[config.mk]
export PLATFORM = sky130hd
export DESIGN_NAME = irq_request_ctrl
export DESIGN_NICKNAME = d
export VERILOG_FILES = /design/src/rtl/irq_pkg.sv /design/src/rtl/irq_edge_detect.sv /design/src/rtl/irq_request_ctrl.sv
export SDC_FILE = /design/constraint.sdc
export NUM_CORES = 1
export LEC_CHECK = 0
export BUFFER_PORTS_ARGS = -buffer_cell sky130_fd_sc_hd__buf_2
export CAP_MARGIN = 20
export CORE_MARGIN = 2
export CORE_UTILIZATION = 35
export DETAILED_ROUTE_END_ITERATION = 6
export SLEW_MARGIN = 20
export SYNTH_ARGS = -nofsm -noshare
export SYNTH_HDL_FRONTEND = slang
export SYNTH_SLANG_ARGS = --single-unit
[constraint.sdc]
create_clock -name clk -period 2.3 [get_ports clk]
set_clock_uncertainty 0.05 [all_clocks]
set_input_delay 0 -clock clk [delete_from_list [all_inputs] [get_ports clk]]
set_output_delay 0 -clock clk [all_outputs]
set_load 0.01 [all_outputs]
[src/rtl/irq_pkg.sv]
// Shared constants, FSM state encoding and helpers for the interrupt request controller.
package irq_pkg;

  localparam int unsigned NUM_SRC = 4;
  localparam int unsigned IDX_W   = 2;
  localparam int unsigned CNT_W   = 8;

  typedef enum logic [1:0] {
    ST_IDLE     = 2'd0,
    ST_WAIT_ACK = 2'd1,
    ST_GAP      = 2'd2
  } irq_state_e;

  // One-hot mask for the source index returned by the downstream encoder.
  function automatic logic [NUM_SRC-1:0] idx_onehot(input logic [IDX_W-1:0] idx);
    return NUM_SRC'(1) << idx;
  endfunction

endpackage

[src/rtl/irq_edge_detect.sv]
// Rising-edge detector for the interrupt lines; rises are discarded while enb is low.
module irq_edge_detect
  import irq_pkg::*;
(
  input  logic               clk,
  input  logic               rst,
  input  logic               enb,
  input  logic [NUM_SRC-1:0] irq_in,
  output logic [NUM_SRC-1:0] rise_c
);

  logic [NUM_SRC-1:0] irq_prev;

  // Previous level tracks every cycle so re-enabling does not fabricate rises.
  always_ff @(posedge clk or posedge rst) begin
    if (rst) begin
      irq_prev <= '0;
    end else begin
      irq_prev <= irq_in;
    end
  end

  assign rise_c = enb ? (irq_in & ~irq_prev) : '0;

endmodule

[src/rtl/irq_request_ctrl.sv]
// Captures interrupt rising edges, presents a frozen request snapshot and retires it on ack.
// Optional ack timeout is enabled by defining IRQ_ACK_TIMEOUT_EN.
module irq_request_ctrl
  import irq_pkg::*;
#(
  parameter int unsigned ACK_TIMEOUT = 15
) (
  input  logic               clk,
  input  logic               rst,
  input  logic               enb,
  input  logic [NUM_SRC-1:0] irq_in,
  input  logic [NUM_SRC-1:0] mask,
  output logic [NUM_SRC-1:0] req_vec,
  output logic               req_valid,
  input  logic [IDX_W-1:0]   sel_idx,
  input  logic               ack,
  output logic [NUM_SRC-1:0] pending,
  output logic               busy,
  output logic               timeout_err
);

  if (ACK_TIMEOUT < 1 || ACK_TIMEOUT > 255) begin : g_bad_cfg
    $error("irq_request_ctrl: ACK_TIMEOUT must be within 1..255");
  end

  irq_state_e         state_q, state_d;
  logic [NUM_SRC-1:0] rise_c;
  logic [NUM_SRC-1:0] snap_d;
  logic [NUM_SRC-1:0] clr_c;
  logic [NUM_SRC-1:0] unmasked_c;
  logic               timeout_hit_c;

  irq_edge_detect u_edge (
    .clk    (clk),
    .rst    (rst),
    .enb    (enb),
    .irq_in (irq_in),
    .rise_c (rise_c)
  );

  assign unmasked_c = pending & ~mask;

  // Next state, next snapshot and the pending bit retired by an ack.
  always_comb begin
    state_d = state_q;
    snap_d  = req_vec;
    clr_c   = '0;
    case (state_q)
      ST_IDLE: begin
        if (enb && (unmasked_c != '0)) begin
          state_d = ST_WAIT_ACK;
          snap_d  = unmasked_c;
        end
      end
      ST_WAIT_ACK: begin
        if (!enb) begin
          state_d = ST_GAP;
          snap_d  = '0;
        end else if (ack) begin
          state_d = ST_GAP;
          snap_d  = '0;
          clr_c   = req_vec & idx_onehot(sel_idx);
        end else if (timeout_hit_c) begin
          state_d = ST_GAP;
          snap_d  = '0;
        end
      end
      ST_GAP: begin
        state_d = ST_IDLE;
        snap_d  = '0;
      end
      default: begin
        state_d = ST_IDLE;
        snap_d  = '0;
      end
    endcase
  end

  // A fresh rise on a bit being acked in the same cycle keeps it pending.
  always_ff @(posedge clk or posedge rst) begin
    if (rst) begin
      state_q   <= ST_IDLE;
      req_vec   <= '0;
      req_valid <= 1'b0;
      busy      <= 1'b0;
      pending   <= '0;
    end else begin
      state_q   <= state_d;
      req_vec   <= snap_d;
      req_valid <= (state_d == ST_WAIT_ACK);
      busy      <= (state_d != ST_IDLE);
      pending   <= (pending & ~clr_c) | rise_c;
    end
  end

`ifdef IRQ_ACK_TIMEOUT_EN
  logic [CNT_W-1:0] ack_cnt_q;

  // Counter holds the number of completed unacked WAIT_ACK cycles.
  assign timeout_hit_c = (CNT_W'(ack_cnt_q + CNT_W'(1)) == CNT_W'(ACK_TIMEOUT));

  always_ff @(posedge clk or posedge rst) begin
    if (rst) begin
      ack_cnt_q <= '0;
    end else if ((state_q == ST_WAIT_ACK) && (state_d == ST_WAIT_ACK)) begin
      ack_cnt_q <= CNT_W'(ack_cnt_q + CNT_W'(1));
    end else begin
      ack_cnt_q <= '0;
    end
  end

  always_ff @(posedge clk or posedge rst) begin
    if (rst) begin
      timeout_err <= 1'b0;
    end else if ((state_q == ST_WAIT_ACK) && enb && !ack && timeout_hit_c) begin
      timeout_err <= 1'b1;
    end
  end
`else
  assign timeout_hit_c = 1'b0;
  assign timeout_err   = 1'b0;
`endif

endmodule

* Word-level counts from Yosys, hierarchy flattened
Index checks and enable logic that the tools add are counted.
** Storage, ports and cells
- Register bits :: 16
- Latch bits :: 0
- RAM bits :: 0
- Memory bits (read-only) :: 0
- Bits of input ports :: 14
- Output and inout port bits :: 11
- Word-level logic and storage cells :: 36
- Memories kept :: 0
** Operators by class
- $add $sub $neg :: 0
- Multiply operators :: 0
- Div/mod/pow operators :: 0
- Order comparisons :: 0
- Equal/unequal tests :: 4
- Shift operators :: 1
- Muxes and demuxes :: 12
- Bitwise operators :: 8
- Reductions and logical operators :: 5
** Operators by type and width (number)
- $mux 4 :: 7
- $and 4x4->4 :: 4
- $not 4->4 :: 3
- $pmux 4 s2 :: 1
- $mux 2 :: 3
- $eq 2x1->1 const B :: 2
- $or 4x4->4 :: 1
- $pmux 2 s2 :: 1
- $reduce_bool 4->1 :: 1
- $shl 1x2->4 const A :: 1
- $ne 3x3->1 const B :: 1
- $logic_not 2->1 :: 1
- $ne 2x2->1 const B :: 1
- $reduce_and 2->1 :: 1
- $reduce_bool 2->1 :: 1
- $logic_and 1x1->1 :: 1

* Logic depth before layout (Yosys ltp)
Gate-level depths: netlist (run 1).
- Word-level depth :: 8
- Depth in mapped cells :: 5
- Gate-level depth less buffers :: 4

* Cells and area by module
Synthesis (run 1) repeated with hierarchy kept, for this count alone.
** Second synthesis, totals
- Cells, all modules :: 62
- Area total of the unflattened synthesis :: 695.7 µm²
** Modules (own cells, without submodules)
- irq_request_ctrl :: instances 1, cells an instance 53, area each 556.8 µm², seq. area each 300.3 µm²
- irq_edge_detect :: instances 1, cells an instance 9, area each 138.9 µm², seq. area each 100.1 µm²

* Worst setup path after synthesis (run 1)
No wires, ideal clock.
- Kind :: register -> register
- From :: register state_q[1]
- To :: register pending[1]
- Library setup time :: 122 ps
- Arrival :: 1107 ps
- Data required time :: 2128 ps
- Slack :: 1021 ps
- Cell stages (with the launch flop) :: 5
- Path buffers :: 0
- Clock period less this slack :: 1279 ps
- Cell sequence :: dfrtp_1 and4b_1 and2b_1 nand3_1 a32o_1
** On the way
- Longest elaborated chain between the ends :: 5
** Ends and longest elaborated chain
- from (decl) :: RTL line irq_request_ctrl.sv:26 : irq_state_e state_q, state_d;
- from (signal assigned) :: RTL line irq_request_ctrl.sv:88 : state_q <= state_d;
- $eq 2x1->1 :: RTL line irq_request_ctrl.sv:48 : case (state_q)
- $mux 4 :: RTL line irq_request_ctrl.sv:48
- $not 4->4 :: RTL line irq_request_ctrl.sv:92 : pending <= (pending & ~clr_c) | rise_c;
- $and 4x4->4 :: RTL line irq_request_ctrl.sv:92
- $or 4x4->4 :: RTL line irq_request_ctrl.sv:92
- to (signal assigned) :: RTL line irq_request_ctrl.sv:92
- to (decl) :: RTL line irq_request_ctrl.sv:17 : output logic [NUM_SRC-1:0] pending,
Every way passes these cells.
A chain may end at the register's enable or synchronous reset.

* Worst setup path in the final report (run 1)
- From :: register state_q[1]
- To :: register pending[0]
The elaborated chain is that of the path after synthesis.

==> results of run 1 <==
[flip-flops by register name (all words and copies together), names as in the netlist]
name             count
busy                 1
state_q              2
u_edge.irq_prev      4
req_valid            1
req_vec              4
pending              4
[power by group]
group | total [mW] | internal, mW | switching (mW)
clock | 0.139 | 0.0606 | 0.0787
sequential | 0.333 | 0.311 | 0.0226
combinational | 0.120 | 0.0605 | 0.0593
total | 0.593 | 0.432 | 0.161
[final cells by class]
| type | count | area share |
|---|---|---|
| repair buffers | 33 | 0.2324 |
| flip-flops and latches | 16 | 0.4324 |
| multi-input cells | 34 | 0.2568 |
| clock buffers | 3 | 0.02432 |
| inverters | 5 | 0.02027 |
| well taps | 25 | 0.03378 |
[through the flow]
stage,utilization,cell area [sq um],hold slack [ns]
after floorplan,-,676.9,-0.1363
after global placement,0.4553,803.3,0.04861
after global routing,0.5248,925.9,0.004605
after CTS,0.5248,925.9,0.006545
final,0.5248,925.9,0.01063
after detailed placement,0.4553,803.3,0.04761
[cell usage in the layout, fill, tap and decap left out]
cell           synthesis  routed
nor3b_1                3       3
o21ai_1                1       1
and4b_1                1       1
inv_1                  5       5
o2bb2ai_1              4       4
dfrtp_1               16      16
nand3b_1               1       1
a21oi_1                2       2
o22ai_2                1       1
buf_2                  1      23
or2_1                  1       1
nand3_1                1       1
nand2b_1               4       4
a32o_1                 4       4
clkbuf_4               0       3
and2b_1                2       2
conb_1                 1       1
nor2_1                 3       3
dlygate4sd3_1          0      10
nand2_1                2       2
nand4_1                2       2
nand4b_1               1       1
[final timing paths]
check                           cells past startpoint                endpoint  slack (ns)                   start
worst min-delay path                                3    pending[3]$_DFF_PP0_        0.01              sel_idx[1]
max in group asynchronous                           3    pending[2]$_DFF_PP0_        1.54                     rst
min in group asynchronous                           3          busy$_DFF_PP0_        0.27                     rst
worst max register to register                      4    pending[0]$_DFF_PP0_        0.90    state_q[1]$_DFF_PP0_
worst max-delay path                                4    pending[0]$_DFF_PP0_        0.90    state_q[1]$_DFF_PP0_
worst min register to register                      1  req_vec[2]$_DFFE_PP0P_        0.47  req_vec[2]$_DFFE_PP0P_
[kinds of logic (layout without fill, tap and decap cells)]
logic type,count (synthesis),after routing
compound gates,12,12
buf+inv,8,41
flops,16,16
simple gates,21,21
other cells,1,1
[routing by layer]
| metal | track usage | vias to the layer above | wire, microns |
|---|---|---|---|
| met4 | 0.09730 | 0 | 19 |
| met1 | 0.1756 | 238 | 631 |
| met3 | 0.02264 | 2 | 78 |
| li1 | - | 273 | - |
| met5 | 0 | - | 0 |
| met2 | 0.2133 | 22 | 630 |
[worst min-delay path, stage by stage]
cell and delay, ns:
buf_2 0.11, nand4_1 0.07, a32o_1 0.12
==> impl_metrics.tcl, run 1 <==
set metrics [dict create \
    cp_cell_sequence "and4b_1 -> and2b_1 -> nand3b_1 -> a32o_1" \
    crit_buf_inv 0 \
    max_stage_delay_ns 0.46 \
    antenna_cells 0 \
    startpoint_type "flip-flop" \
    synth_compound_area_frac 0.1516 \
    period_needed_ns 1.396 \
    muxShareOfSynthArea 0 \
    yosys.area.top_type "dfrtp_1" \
    crit_arrival_ns 1.51 \
    dpl.hpwl_microns 995 \
    final.setup.tns_ns 0 \
    fp.dieW_microns 47.98 \
    finalHoldViolations 0 \
    coreArea_sq_um 1764 \
    synth_flop_cell "dfrtp_1" \
    period_share 0.6068 \
    synth.distinct_cells 21 \
    synth_top_family_by_area "simple AND/OR/NAND/NOR gates" \
    cp_slowest_cell "dfrtp_1" \
    yosysWarnings 0 \
    layout.nets 107 \
    start_util 0.3837 \
    routedWlPerCell_microns 11.72 \
    cpLargestDelayFamily "simple AND/OR/NAND/NOR gates" \
    p_leak_nw 0.4386 \
    n_fill_cell 185 \
    dr_total_vias 535 \
    synth-async-reset-ratio 1.000 \
    synthXorXnorAreaFrac 0 \
    tritoncts "done" \
    yosysSeqAreaShare 0.5915 \
    area.growth.synth_to_final_pct 36.78 \
    place.gp.congestion 0.7387 \
    cts_num_sinks 16 \
    groute.usage.overall 0.1385 \
    cts_root_buf "clkbuf_4" \
    synth_edf_count 0 \
    layout.area.seq_sq_um 400.4 \
    port_buffers 23 \
    dp.cells 103 \
    place_ws_ns 0.9338 \
    cts_buffer_depth 2 \
    hold_class "in -> reg" \
    clk_latency_ns 0.27 \
    worst_slack_ns 0.9043 \
    wirelength_microns 1360 \
    viasPerCell 4.612 \
    grt_pass1_wl_microns 2111 \
    drt_iter0_drc 5 \
    synth_area_leaders "dfrtp_1 59%, a32o_1 5.9%, o2bb2ai_1 5.2%" \
    status "finished clean" \
    grt_pass1_vias 500 \
    max_cap_violations 0 \
    h-tree-depth 1 \
    slew_violations 0 \
    endpoint_kind "flip-flop" \
    netlist_area_sq_um 676.9 \
    synthSimpleGateAreaFrac 0.1941 \
    cts_setup_buffers 0 \
    drc_errors 0 \
    placementRows 15 \
    avgSynthCellArea_sq_um 11.67 \
    syn-instance-count 58 \
    die_h_microns 47.98 \
    grt_max_degree 17 \
    peakVddDrop_uv 396.0 \
    final_cells 116 \
    power_mw 0.5926 \
    powerDensity_nw_per_um2 640.0 \
    synth-seq-cells 16 \
    finalSetupViolations 0 \
    cts_buffers 3 \
    antenna_found_initial 0 \
    ctsHoldBuffers 10 \
    synth_top_area_frac 0.5915 \
    drtPass1Iterations 4 \
    synth.most_common_cell "dfrtp_1" \
    crit_type "reg -> reg" \
    slew-limit-headroom 0.6069 \
    io_pins 25 \
    antenna_left 0 \
    syn_nets 72 \
    synth_common_cells "16 x dfrtp_1, 5 x inv_1, 4 x a32o_1, 4 x nand2b_1, 4 x o2bb2ai_1" \
    multi_input_area_sq_um 237.7 \
    max_freq_mhz 716.5 \
    rsz0062_at_grt "false" \
    design.die.area_sq_um 2302 \
    required_ns 2.42 \
    cp_max_fo 8 \
    post_cts_resize_count 0 \
    drive_gt1_frac 0.2967 \
    synthAdderAreaFrac 0 \
    tightest_slew_ns 0.5890 \
    gr-total-overflow 0 \
    cts.clk_slew.worst_paths_ns 0.08 \
]
Note: power is estimated with default switching activity, not from simulation.
==> inputs of run 2 (changes only) <==
Clock period 2.3 ns to 1.1 ns, I/O delays scaled along.
==> impl_metrics.tcl, run 2 (synthesis gave the netlist of run 1 again) <==
set metrics [dict create \
    grt.met3_usage 0.05660 \
    rr_worst_depth 4 \
    startpoint_type "flip-flop" \
    cts_buffers 3 \
    crit_arrival_ns 1.37 \
    max_cap_violations 0 \
    cts.clk_slew.worst_paths_ns 0.08 \
    min_path_cells 3 \
    hold_slack_ns -0.02917 \
    power.share.sequential 0.522 \
    antenna_left 0 \
    final_util 0.5809 \
    final_common_cell "buf_2" \
    combPwrFrac 0.259 \
    tritoncts "done" \
    period_needed_ns 1.245 \
    drive_gt1_frac 0.4314 \
    drc_errors 0 \
    final_area_sq_um 1025 \
    final_cells 127 \
    reg_top3 "pending (4), req_vec (4), u_edge.irq_prev (4)" \
    place.gp.congestion 0.7190 \
    crit_buf_inv 0 \
    coreArea_sq_um 1764 \
    place_ws_ns -0.1444 \
    wirelength_microns 1504 \
    placed_area_sq_um 878.3 \
    crit_type "reg -> reg" \
    finalHoldViolations 2 \
    period_share 1.132 \
    h-tree-depth 1 \
    cpLargestDelayFamily "simple AND/OR/NAND/NOR gates" \
    gr-total-overflow 0 \
    cts_root_buf "clkbuf_4" \
    status "finished with violations" \
    power_mw 1.308 \
    clk_latency_ns 0.28 \
    worst_slack_ns -0.1455 \
    cp_max_fo 2 \
    die_h_microns 47.98 \
    io_pins 25 \
    max_stage_delay_ns 0.38 \
    p_int_mw 0.9520 \
    p_sw_frac 0.2722 \
    cts_buffer_depth 2 \
    cp_slowest_cell "dfrtp_1" \
    ctsHoldBuffers 7 \
    design.die.area_sq_um 2302 \
    layout.nets 118 \
    met2_usage 0.2400 \
    powerDensity_nw_per_um2 1277 \
    finalSetupViolations 11 \
    busiest_layer "met2" \
    required_ns 1.23 \
    dpl.hpwl_microns 1077 \
    dr_total_vias 590 \
    grt_pass1_vias 517 \
    max_freq_mhz 802.9 \
    placementRows 15 \
    mostFrequentLayoutCells "23 x buf_2, 16 x dfrtp_1, 13 x buf_4" \
    start_util 0.3837 \
    area.growth.synth_to_final_pct 51.39 \
    dp.cells 113 \
    groute.usage.overall 0.1515 \
    antenna_cells 0 \
    p_leak_nw 0.4974 \
    drtPass1Iterations 4 \
    port_buffers 23 \
    cp_cell_sequence "and4b_1 -> and2b_1 -> nand3b_1 -> a32o_1" \
    grt_max_degree 17 \
    viasPerCell 4.646 \
    drt_iter0_drc 9 \
    grt_pass1_wl_microns 2270 \
    power.switching_mw 0.3561 \
    crit_cells 4 \
    slew_violations 0 \
    endpoint_kind "flip-flop" \
    violations "hold timing, setup timing" \
    fp.dieW_microns 47.98 \
    peakVddDrop_uv 725.4 \
    clkPwrFrac 0.219 \
    antenna_found_initial 0 \
    use_met1 0.1841 \
    final.setup.tns_ns -1.166 \
    rsz0062_at_grt "true" \
    hold_class "in -> reg" \
    cts_num_sinks 16 \
    routedWlPerCell_microns 11.84 \
]
==> run 2: power by group through the flow <==
stage          sequential, mW  combinational (mW)  clock, mW
6_report                0.683               0.338      0.287
5_1_grt                 0.690               0.373      0.321
4_1_cts                 0.684               0.324      0.297
3_5_place_dp            0.693               0.284          0
3_3_place_gp            0.692               0.282          0
2_1_floorplan           0.722               0.130          0
==> run 2: routing by layer <==
layer	vias up	share of wire
li1	294	-
met1	276	0.45
met2	16	0.49
met3	4	0.045
met4	0	0.017
met5	-	0
==> run 2: cell type report <==
type / count / area (sq um)
Fill cell: 167 / 739.5
Sequential cell: 16 / 400.4
Tap cell: 25 / 31.28
Timing Repair Buffer: 44 / 294.0
Clock buffer: 3 / 22.52
Multi-Input combinational cell: 34 / 257.7
Inverter: 5 / 18.77
==> run 2: timing repair <==
action	CTS	global route
endpoints found under the hold margin	28	2
setup buffers	2	2
gates cloned	0	0
endpoints found under the setup margin	10	11
gates resized for setup	3	2
pin swaps	4	3
==> run 2: path summary, 6_finish.rpt <==
check / startpoint / endpoint / slack, ns
setup / recovery: state_q[1]$_DFF_PP0_ / pending[0]$_DFF_PP0_ / -0.15
hold / removal: mask[1] / req_vec[1]$_DFFE_PP0P_ / -0.03
setup reg to reg: state_q[1]$_DFF_PP0_ / pending[0]$_DFF_PP0_ / -0.15
hold reg to reg: req_vec[1]$_DFFE_PP0P_ / req_vec[1]$_DFFE_PP0P_ / 0.47
max in group asynchronous: rst / req_vec[3]$_DFFE_PP0P_ / 0.61
min in group asynchronous: rst / busy$_DFF_PP0_ / 0.20
==> run 2: tightest hold or removal path: stages <==
cell,delay [ns]
buf_2,0.07
nand2b_1,0.12
o2bb2ai_1,0.08
